--- config.mk ---
export PLATFORM = sky130hd
export DESIGN_NAME = oiia_tone_sequencer_flat
export DESIGN_NICKNAME = d
export VERILOG_FILES = /design/src/rtl/oiia_tone_sequencer_if.sv /design/src/rtl/oiia_tone_sequencer.sv /design/src/flat_wrapper.sv
export SDC_FILE = /design/constraint.sdc
export NUM_CORES = 1
export LEC_CHECK = 0
export ABC_AREA = 1
export BUFFER_PORTS_ARGS = -buffer_cell sky130_fd_sc_hd__buf_4
export CORE_MARGIN = 3
export CORE_UTILIZATION = 55
export CTS_CLUSTER_SIZE = 28
export DETAILED_ROUTE_END_ITERATION = 6
export GPL_ROUTABILITY_DRIVEN = 0
export GPL_TIMING_DRIVEN = 0
export PLACE_DENSITY = 0.91
export SYNTH_ARGS = -nofsm -noshare
export SYNTH_HDL_FRONTEND = slang
export SYNTH_SLANG_ARGS = --single-unit
--- constraint.sdc ---
create_clock -name clk -period 3 [get_ports clk]
set_clock_uncertainty 0.15 [all_clocks]
set_input_delay 0.6 -clock clk [delete_from_list [all_inputs] [get_ports clk]]
set_output_delay 0.6 -clock clk [all_outputs]
set_load 0.01 [all_outputs]
--- src/rtl/oiia_tone_sequencer_if.sv ---
// Pixel position, frame count, run/stop and audio bundle for the tone sequencer.
// master drives frame_counter/x/y/enable and reads sound; slave is the sequencer.
interface oiia_tone_sequencer_if;
    logic [6:0] frame_counter;
    logic [9:0] x;
    logic [9:0] y;
    logic       enable;
    logic       sound;

    modport master (
        output frame_counter, x, y, enable,
        input  sound
    );

    modport slave (
        input  frame_counter, x, y, enable,
        output sound
    );
endinterface

--- src/rtl/oiia_tone_sequencer.sv ---
// Two-phrase, 16-step square-wave melody player timed from scanline/frame ticks.
// Ports: clk, rst_n (async, active low), bus (slave: frame_counter, x, y, enable -> sound).
module oiia_tone_sequencer #(
    parameter int STEP_FRAMES = 8,
    parameter int GAP_FRAMES  = 2
) (
    input logic                  clk,
    input logic                  rst_n,
    oiia_tone_sequencer_if.slave bus
);

    typedef enum logic [1:0] {IDLE, NOTE, GAP} state_t;

    localparam logic [3:0] NOTE_LAST = 4'(STEP_FRAMES - GAP_FRAMES - 1);
    localparam logic [3:0] STEP_LAST = 4'(STEP_FRAMES - 1);

    state_t     state, state_nx;
    logic [3:0] step, step_nx;
    logic [3:0] frame_cnt, frame_cnt_nx;
    logic       phrase, phrase_nx;
    logic [5:0] hp_cnt, hp_cnt_nx;
    logic       tone_q, tone_nx;
    logic       sound_q;
    logic       line_tick, frame_tick;
    logic       enter_note, advance;
    logic [2:0] note;
    logic [5:0] half_period;
    logic       unused_ok;

    function automatic logic [2:0] melody(input logic ph, input logic [3:0] s);
        logic [2:0] n;
        n = 3'd0;
        if (!ph) begin
            case (s[2:0])
                3'd0, 3'd1, 3'd6: n = 3'd6;
                3'd2, 3'd3:       n = 3'd1;
                3'd4, 3'd5:       n = 3'd3;
                default:          n = 3'd0;
            endcase
        end else begin
            case (s)
                4'd0, 4'd4:   n = 3'd7;
                4'd1, 4'd5:   n = 3'd5;
                4'd2, 4'd6:   n = 3'd3;
                4'd3, 4'd7:   n = 3'd1;
                4'd8, 4'd10:  n = 3'd6;
                4'd12, 4'd13: n = 3'd4;
                4'd14:        n = 3'd2;
                default:      n = 3'd0;
            endcase
        end
        return n;
    endfunction

    // Half-period in scanlines; the rest code never counts, 60 is a safe filler.
    function automatic logic [5:0] period(input logic [2:0] n);
        logic [5:0] p;
        case (n)
            3'd2:    p = 6'd54;
            3'd3:    p = 6'd48;
            3'd4:    p = 6'd45;
            3'd5:    p = 6'd40;
            3'd6:    p = 6'd36;
            3'd7:    p = 6'd32;
            default: p = 6'd60;
        endcase
        return p;
    endfunction

    assign line_tick   = (bus.x == 10'd0);
    assign frame_tick  = line_tick && (bus.y == 10'd0);
    assign note        = melody(phrase, step);
    assign half_period = period(note);
    assign bus.sound   = sound_q;
    assign unused_ok   = ^bus.frame_counter[5:0];

    always_comb begin
        state_nx     = state;
        step_nx      = step;
        frame_cnt_nx = frame_cnt;
        phrase_nx    = phrase;
        hp_cnt_nx    = hp_cnt;
        tone_nx      = tone_q;
        enter_note   = 1'b0;
        advance      = 1'b0;

        if (!bus.enable) begin
            state_nx     = IDLE;
            step_nx      = 4'd0;
            frame_cnt_nx = 4'd0;
        end else begin
            unique case (state)
                IDLE: begin
                    if (frame_tick) begin
                        state_nx     = NOTE;
                        step_nx      = 4'd0;
                        frame_cnt_nx = 4'd0;
                        phrase_nx    = bus.frame_counter[6];
                        enter_note   = 1'b1;
                    end
                end
                NOTE: begin
                    // Rests leave the divider idle so it stays in range.
                    if (line_tick && note != 3'd0) begin
                        if (hp_cnt == half_period - 6'd1) begin
                            hp_cnt_nx = 6'd0;
                            tone_nx   = ~tone_q;
                        end else begin
                            hp_cnt_nx = hp_cnt + 6'd1;
                        end
                    end
                    if (frame_tick) begin
                        if (frame_cnt == NOTE_LAST) begin
                            if (GAP_FRAMES == 0) begin
                                advance = 1'b1;
                            end else begin
                                state_nx     = GAP;
                                frame_cnt_nx = frame_cnt + 4'd1;
                            end
                        end else begin
                            frame_cnt_nx = frame_cnt + 4'd1;
                        end
                    end
                end
                GAP: begin
                    if (frame_tick) begin
                        if (frame_cnt == STEP_LAST) begin
                            advance = 1'b1;
                        end else begin
                            frame_cnt_nx = frame_cnt + 4'd1;
                        end
                    end
                end
                default: state_nx = IDLE;
            endcase

            if (advance) begin
                state_nx     = NOTE;
                step_nx      = step + 4'd1;
                frame_cnt_nx = 4'd0;
                enter_note   = 1'b1;
                if (step == 4'd15) begin
                    phrase_nx = bus.frame_counter[6];
                end
            end
        end

        // Every note starts from a fresh low phase.
        if (enter_note) begin
            hp_cnt_nx = 6'd0;
            tone_nx   = 1'b0;
        end
    end

    always_ff @(posedge clk or negedge rst_n) begin
        if (!rst_n) begin
            state     <= IDLE;
            step      <= 4'd0;
            frame_cnt <= 4'd0;
            phrase    <= 1'b0;
            hp_cnt    <= 6'd0;
            tone_q    <= 1'b0;
            sound_q   <= 1'b0;
        end else begin
            state     <= state_nx;
            step      <= step_nx;
            frame_cnt <= frame_cnt_nx;
            phrase    <= phrase_nx;
            hp_cnt    <= hp_cnt_nx;
            tone_q    <= tone_nx;
            sound_q   <= (state == NOTE && note != 3'd0) ? tone_q : 1'b0;
        end
    end

endmodule

--- src/flat_wrapper.sv ---
// flat-port wrapper written by rule: the top's interface ports become plain ports
module oiia_tone_sequencer_flat 
#(
    parameter int STEP_FRAMES = 8,
    parameter int GAP_FRAMES  = 2
)
  (clk, rst_n, bus_frame_counter, bus_x, bus_y, bus_enable, bus_sound);
  oiia_tone_sequencer_if bus_i ();
  input logic clk;
  input logic rst_n;
  input wire logic [$bits(bus_i.frame_counter)-1:0] bus_frame_counter;
  input wire logic [$bits(bus_i.x)-1:0] bus_x;
  input wire logic [$bits(bus_i.y)-1:0] bus_y;
  input wire logic [$bits(bus_i.enable)-1:0] bus_enable;
  output wire logic [$bits(bus_i.sound)-1:0] bus_sound;
  assign bus_i.frame_counter = bus_frame_counter;
  assign bus_i.x = bus_x;
  assign bus_i.y = bus_y;
  assign bus_i.enable = bus_enable;
  assign bus_sound = bus_i.sound;
  oiia_tone_sequencer #(.STEP_FRAMES(STEP_FRAMES), .GAP_FRAMES(GAP_FRAMES)) u_core (.clk(clk), .rst_n(rst_n), .bus(bus_i));
endmodule
Word-level counts from Yosys, hierarchy flattened
Memory sizes are Yosys's and may differ from the RTL's. Index checks and enable logic that the tools add are counted. Widths: inputs -> output; s select.

Flip-flop bits (word level): 19. Output and inout port bits: 1. Input port bits: 30. Word-level logic and storage cells: 102. ROM bits: 48. Memories: 1.

Memory list: (no name shown) (depth 16, width 3, read ports 1, clocked after Yosys merged registers in 0, wr ports 0, line oiia_tone_sequencer.sv:41) `case (s)`.

Eq/ne operators: 27. Bitwise operators: 1. $add $sub $neg: 4. Reductions and logical operators: 20. Mux-type cells: 42.

Operators with widths (number): $mux 4 (9); $mux 6 (5); $pmux 5 s6 (1); $eq 3x3->1 const B (7); $logic_not 10->1 (2); $mux 1 (18); $ne 4x2->1 const B (4); $eq 3x2->1 const B (4); $pmux 4 s3 (1); $mux 2 (5); $pmux 3 s3 (1); $add 4x1->4 const B (2); $eq 4x3->1 const B (2); $reduce_and 4->1 (2); $reduce_bool 2->1 (4); $add 6x1->6 const B (1); $eq 6x6->1 (1); $ne 3x1->1 const B (2); $pmux 2 s3 (1); $sub 6x1->6 const B (1); $ne 5x1->1 const B (1); $reduce_and 5->1 (1); $eq 4x4->1 const B (1); $ne 4x4->1 const B (1); 14 further kinds (17).

Depth between registers and ports, before layout
Depth after elaboration: 13. Depth in mapped cells: 19. Mapped depth without buffers: 18.

Worst setup path before layout
No wires, ideal clock.

Path type: reg-to-reg. From: reg u_core.step[2]. To: reg u_core.hp_cnt[4]. Stages on the path, launching flop included: 20. Setup time: 0.120 ns. Path slack: 0.509 ns. Arrival time: 2.221 ns. Data required time: 2.730 ns. Cells stage by stage: dfrtp_1 -> buf_6 -> inv_2 -> ha_1 -> nand2_1 -> nand3_2 -> nand2_2 -> nand2_2 -> nor2_1 -> inv_1 -> ha_1 -> xnor2_1 -> nand3b_1 -> nand3_1 -> nor2_1 -> nand2_2 -> nand2_2 -> nand2_2 -> inv_2 -> nor2_1.

Word-level cells in the longest chain between the ends: 13. Elaborated cells between the ends (all ways): 31.

Ends and longest elaborated chain: from (decl) (line oiia_tone_sequencer.sv:18) `logic [3:0] step, step_nx;`; from (signal assigned) (line oiia_tone_sequencer.sv:166) `step <= step_nx;`; $eq 3x1->1, or another cell as far along (line oiia_tone_sequencer.sv:34) `case (s[2:0])`; $reduce_or 3->1 / $reduce_or 2->1 (equally long branches) (line oiia_tone_sequencer.sv:34); $pmux 3 s3 (line oiia_tone_sequencer.sv:34); $mux 3 * (line oiia_tone_sequencer.sv:33) `if (!ph) begin`; $eq 3x3->1 / $eq 3x2->1 (equally long branches) (line oiia_tone_sequencer.sv:58) `case (n)`; $pmux 5 s6 (line oiia_tone_sequencer.sv:58); $sub 6x1->6 (line oiia_tone_sequencer.sv:105) `if (hp_cnt == half_period - 6'd1) begin`; $eq 6x6->1 (line oiia_tone_sequencer.sv:105); $mux 6 (line oiia_tone_sequencer.sv:105); $mux 6 (line oiia_tone_sequencer.sv:104) `if (line_tick && note != 3'd0) begin`; $mux 6 (line oiia_tone_sequencer.sv:92) `unique case (state)`; $mux 6 (line oiia_tone_sequencer.sv:87) `if (!bus.enable) begin`; $mux 6 (line oiia_tone_sequencer.sv:149) `if (enter_note) begin`; to (signal assigned) (line oiia_tone_sequencer.sv:169) `hp_cnt <= hp_cnt_nx;`; to (decl) (line oiia_tone_sequencer.sv:21) `logic [5:0] hp_cnt, hp_cnt_nx;`.

Every way passes the cells marked *; elsewhere a longest branch is shown, timed or not. The select of a mux whose other input is x is not followed. A chain may end at the register's enable or synchronous reset.

Worst setup path in the final report
Ends and elaborated chain as after synthesis.

==> results.json <==
{
  "outcome": "completed",
  "grt-ovfl-total": 0,
  "drc": 0,
  "cts_sinks": 19,
  "setup_ws_ns": 0.295,
  "hold_viol": 0,
  "core_area_um2": 2540,
  "wire_per_inst_um": 11.4,
  "cts_buffers": 3,
  "synthAdderAreaFrac_pct": 10.7,
  "num_antenna_cells": 0,
  "fin_crit_sh_pct": 90.2,
  "synth_top_family_by_area": "simple AND/OR/NAND/NOR gates",
  "die-height_um": 58.6,
  "fill_cells": 220,
  "max_freq_ghz": 0.370,
  "yosys_warnings": 0,
  "avgViaCountPerCell": 5.31,
  "final_common_cell": "nand2_1",
  "ant_nets": 0,
  "multi_input_area_um2": 930,
  "path_clk_slew_ns": 0.12,
  "final_max_slew_viol_count": 0,
  "synth_compound_area_share_pct": 7.97,
  "dieArea_um2": 3440,
  "tritoncts": "done",
  "place_hpwl_um": 2520,
  "cts.repair.resized": 0,
  "synth-seq-area-share_pct": 31.2,
  "portBuffers": 24,
  "cts_max_level": 1,
  "ir_drop_uv": 365,
  "cp_common_cell": "nand2_2",
  "synthCells": 216,
  "hp-class": "flop to flop",
  "cp.required_ns": 3.07,
  "synth-xor-area-share_pct": 4.03,
  "worst_pin_slew_ns": 0.274,
  "p_per_area_nw_per_um2": 316,
  "final.min_clock_period_ns": 2.70,
  "dp_slack_ns": 0.305,
  "critPathKind": "flop to flop",
  "clockBufferDepth": 2,
  "final_cell_mix": "61 x nand2_1, 24 x buf_4, 23 x nor2_1, 21 x inv_1, 19 x dfrtp_1",
  "ys_seq_elements": 19,
  "yosysUniqueCellTypes": 26,
  "cp-end-kind": "flop",
  "final_nets": 289,
  "grt_max_degree": 20,
  "grt_pass1_wl_um": 5750,
  "clock_latency_ns": 0.31,
  "netlist_area_um2": 1520,
  "die_w_um": 58.6,
  "path_cells": "buf_6, inv_2, ha_1, nand2_1, nand3_2, nand2_2, nand2_2, nor2_1, inv_1, ha_1, xor2_1, nand3_1, nor2_1, nand2_2, nand2_2, nand2_2, inv_2, nor2_1",
  "num_vias": 1461,
  "synthSimpleGateAreaFrac_pct": 37.7,
  "cp_max_fo": 7,
  "antenna_found_initial": 0,
  "finalWirelength_um": 3140,
  "clockRootBuffer": "clkbuf_4",
  "max_slew_margin_pct": 81.6,
  "worstSetupStartpointType": "flop",
  "crit_arrival_ns": 2.77,
  "tns_ns": 0,
  "io_pins": 31,
  "crit_slowest_cell": "dfrtp_1",
  "drtPass1Iterations": 4,
  "drive_gt1_share_pct": 20.0,
  "rows": 18,
  "synth.area.mux_share_pct": 0.657,
  "rsz0062_at_grt": "no",
  "grt_use_total_pct": 21.7,
  "synth_nets": 259,
  "drt_iter0_markers": 96,
  "start_util_pct": 59.8,
  "setup_viol": 0,
  "p_leak_nw": 0.924,
  "max_stage_delay_ns": 0.41,
  "maxCapViolCount": 0,
  "grt_pass1_vias": 1412,
  "area_delta_synth_final_pct": 16.8,
  "syn_area_per_cell_um2": 7.05,
  "regArea_um2": 475
}
[cells in the mapped netlist, drive strengths merged]
library cell / count / area [um2]
a21oi: 4 / 20.0
and3: 1 / 7.51
buf: 3 / 27.5
dfrtp: 19 / 475
ha: 13 / 163
inv: 24 / 90.1
mux2i: 1 / 10.0
nand2: 68 / 273
nand3: 20 / 115
nand3b: 2 / 15.0
nand4: 7 / 43.8
nor2: 25 / 98.8
nor3: 3 / 15.0
o211ai: 2 / 15.0
o21ai: 14 / 73.8
o22ai: 2 / 12.5
or2: 1 / 6.26
xnor2: 3 / 26.3
xor2: 4 / 35.0
[metrics by stage]
step / hold slack, ns / area, um2 / util, % / instances / total power [mW]
2_1_floorplan: 0.154 / 1520 / - / 216 / 0.374
3_3_place_gp: 0.327 / 1740 / 68.4 / 270 / 0.422
3_5_place_dp: 0.342 / 1740 / 68.4 / 270 / 0.427
4_1_cts: 0.369 / 1780 / 69.9 / 275 / 0.568
5_1_grt: 0.413 / 1780 / 69.9 / 275 / 0.606
6_report: 0.368 / 1780 / 69.9 / 275 / 0.562
[path summary, 6_finish.rpt]
path                                startpoint                to  slack (ns)  depth (start not counted)
worst max register to register  u_core.step[2]  u_core.hp_cnt[4]        0.30                         18
worst min-delay path             u_core.tone_q     u_core.tone_q        0.37                          2
worst max-delay path            u_core.step[2]  u_core.hp_cnt[4]        0.30                         18
worst min register to register   u_core.tone_q     u_core.tone_q        0.37                          2
min in group asynchronous                rst_n  u_core.hp_cnt[5]        0.53                          2
max in group asynchronous                rst_n   u_core.state[0]        1.96                          2
[per-layer routing]
metal	track usage, %	up-vias	part of all wire, %
met3	2.19	5	3.2
met2	37.6	21	49
li1	-	756	-
met1	26.1	679	45
met4	12.0	0	2.2
met5	0	-	0
[cell type report]
type	count	share of cell area (%)
multi-input combinational	170	52.3
sequential	19	26.7
timing repair buffer	25	10.7
inverter	24	5.07
tap	30	2.11
buffer	3	1.55
clock buffer	3	1.27
clock inverter	1	0.281
[kinds of logic after synthesis]
| logic type | Yosys count |
|---|---|
| adder cells (fa/ha/maj) | 13 |
| multiplexers | 1 |
| AND/OR/NAND/NOR | 127 |
| AO/OA/AOI/OAI | 22 |
| XOR/XNOR | 7 |
| buffers and inverters | 27 |
| flip-flops | 19 |
[registers in the layout, summed over array words and instances, names as in the netlist]
| register | cells |
|---|---|
| u_core.frame_cnt | 4 |
| u_core.phrase | 1 |
| u_core.state | 2 |
| u_core.bus.sound | 1 |
| u_core.hp_cnt | 6 |
| u_core.step | 4 |
| u_core.tone_q | 1 |
[what timing repair did]
item,CTS,global route
hold endpoints to repair,19,0
buffers inserted,0,0
hold buffers,1,0
setup endpoints to repair,0,0
[where the power goes]
| part | total, mW | internal (mW) | switching (mW) |
|---|---|---|---|
| combinational | 0.144 | 0.0632 | 0.0805 |
| clock | 0.139 | 0.0499 | 0.0893 |
| sequential | 0.279 | 0.268 | 0.0112 |
| total | 0.562 | 0.381 | 0.181 |
[worst max-delay path: cells and delay by family, from the launching register on]
| kind | cells | cell delay [ns] |
|---|---|---|
| fa+ha+maj | 2 | 0.57 |
| flops | 1 | 0.41 |
| buf+inv | 4 | 0.32 |
| xor+xnor | 1 | 0.18 |
| simple gates | 11 | 0.99 |
Note: power is estimated with default switching activity, not from simulation.
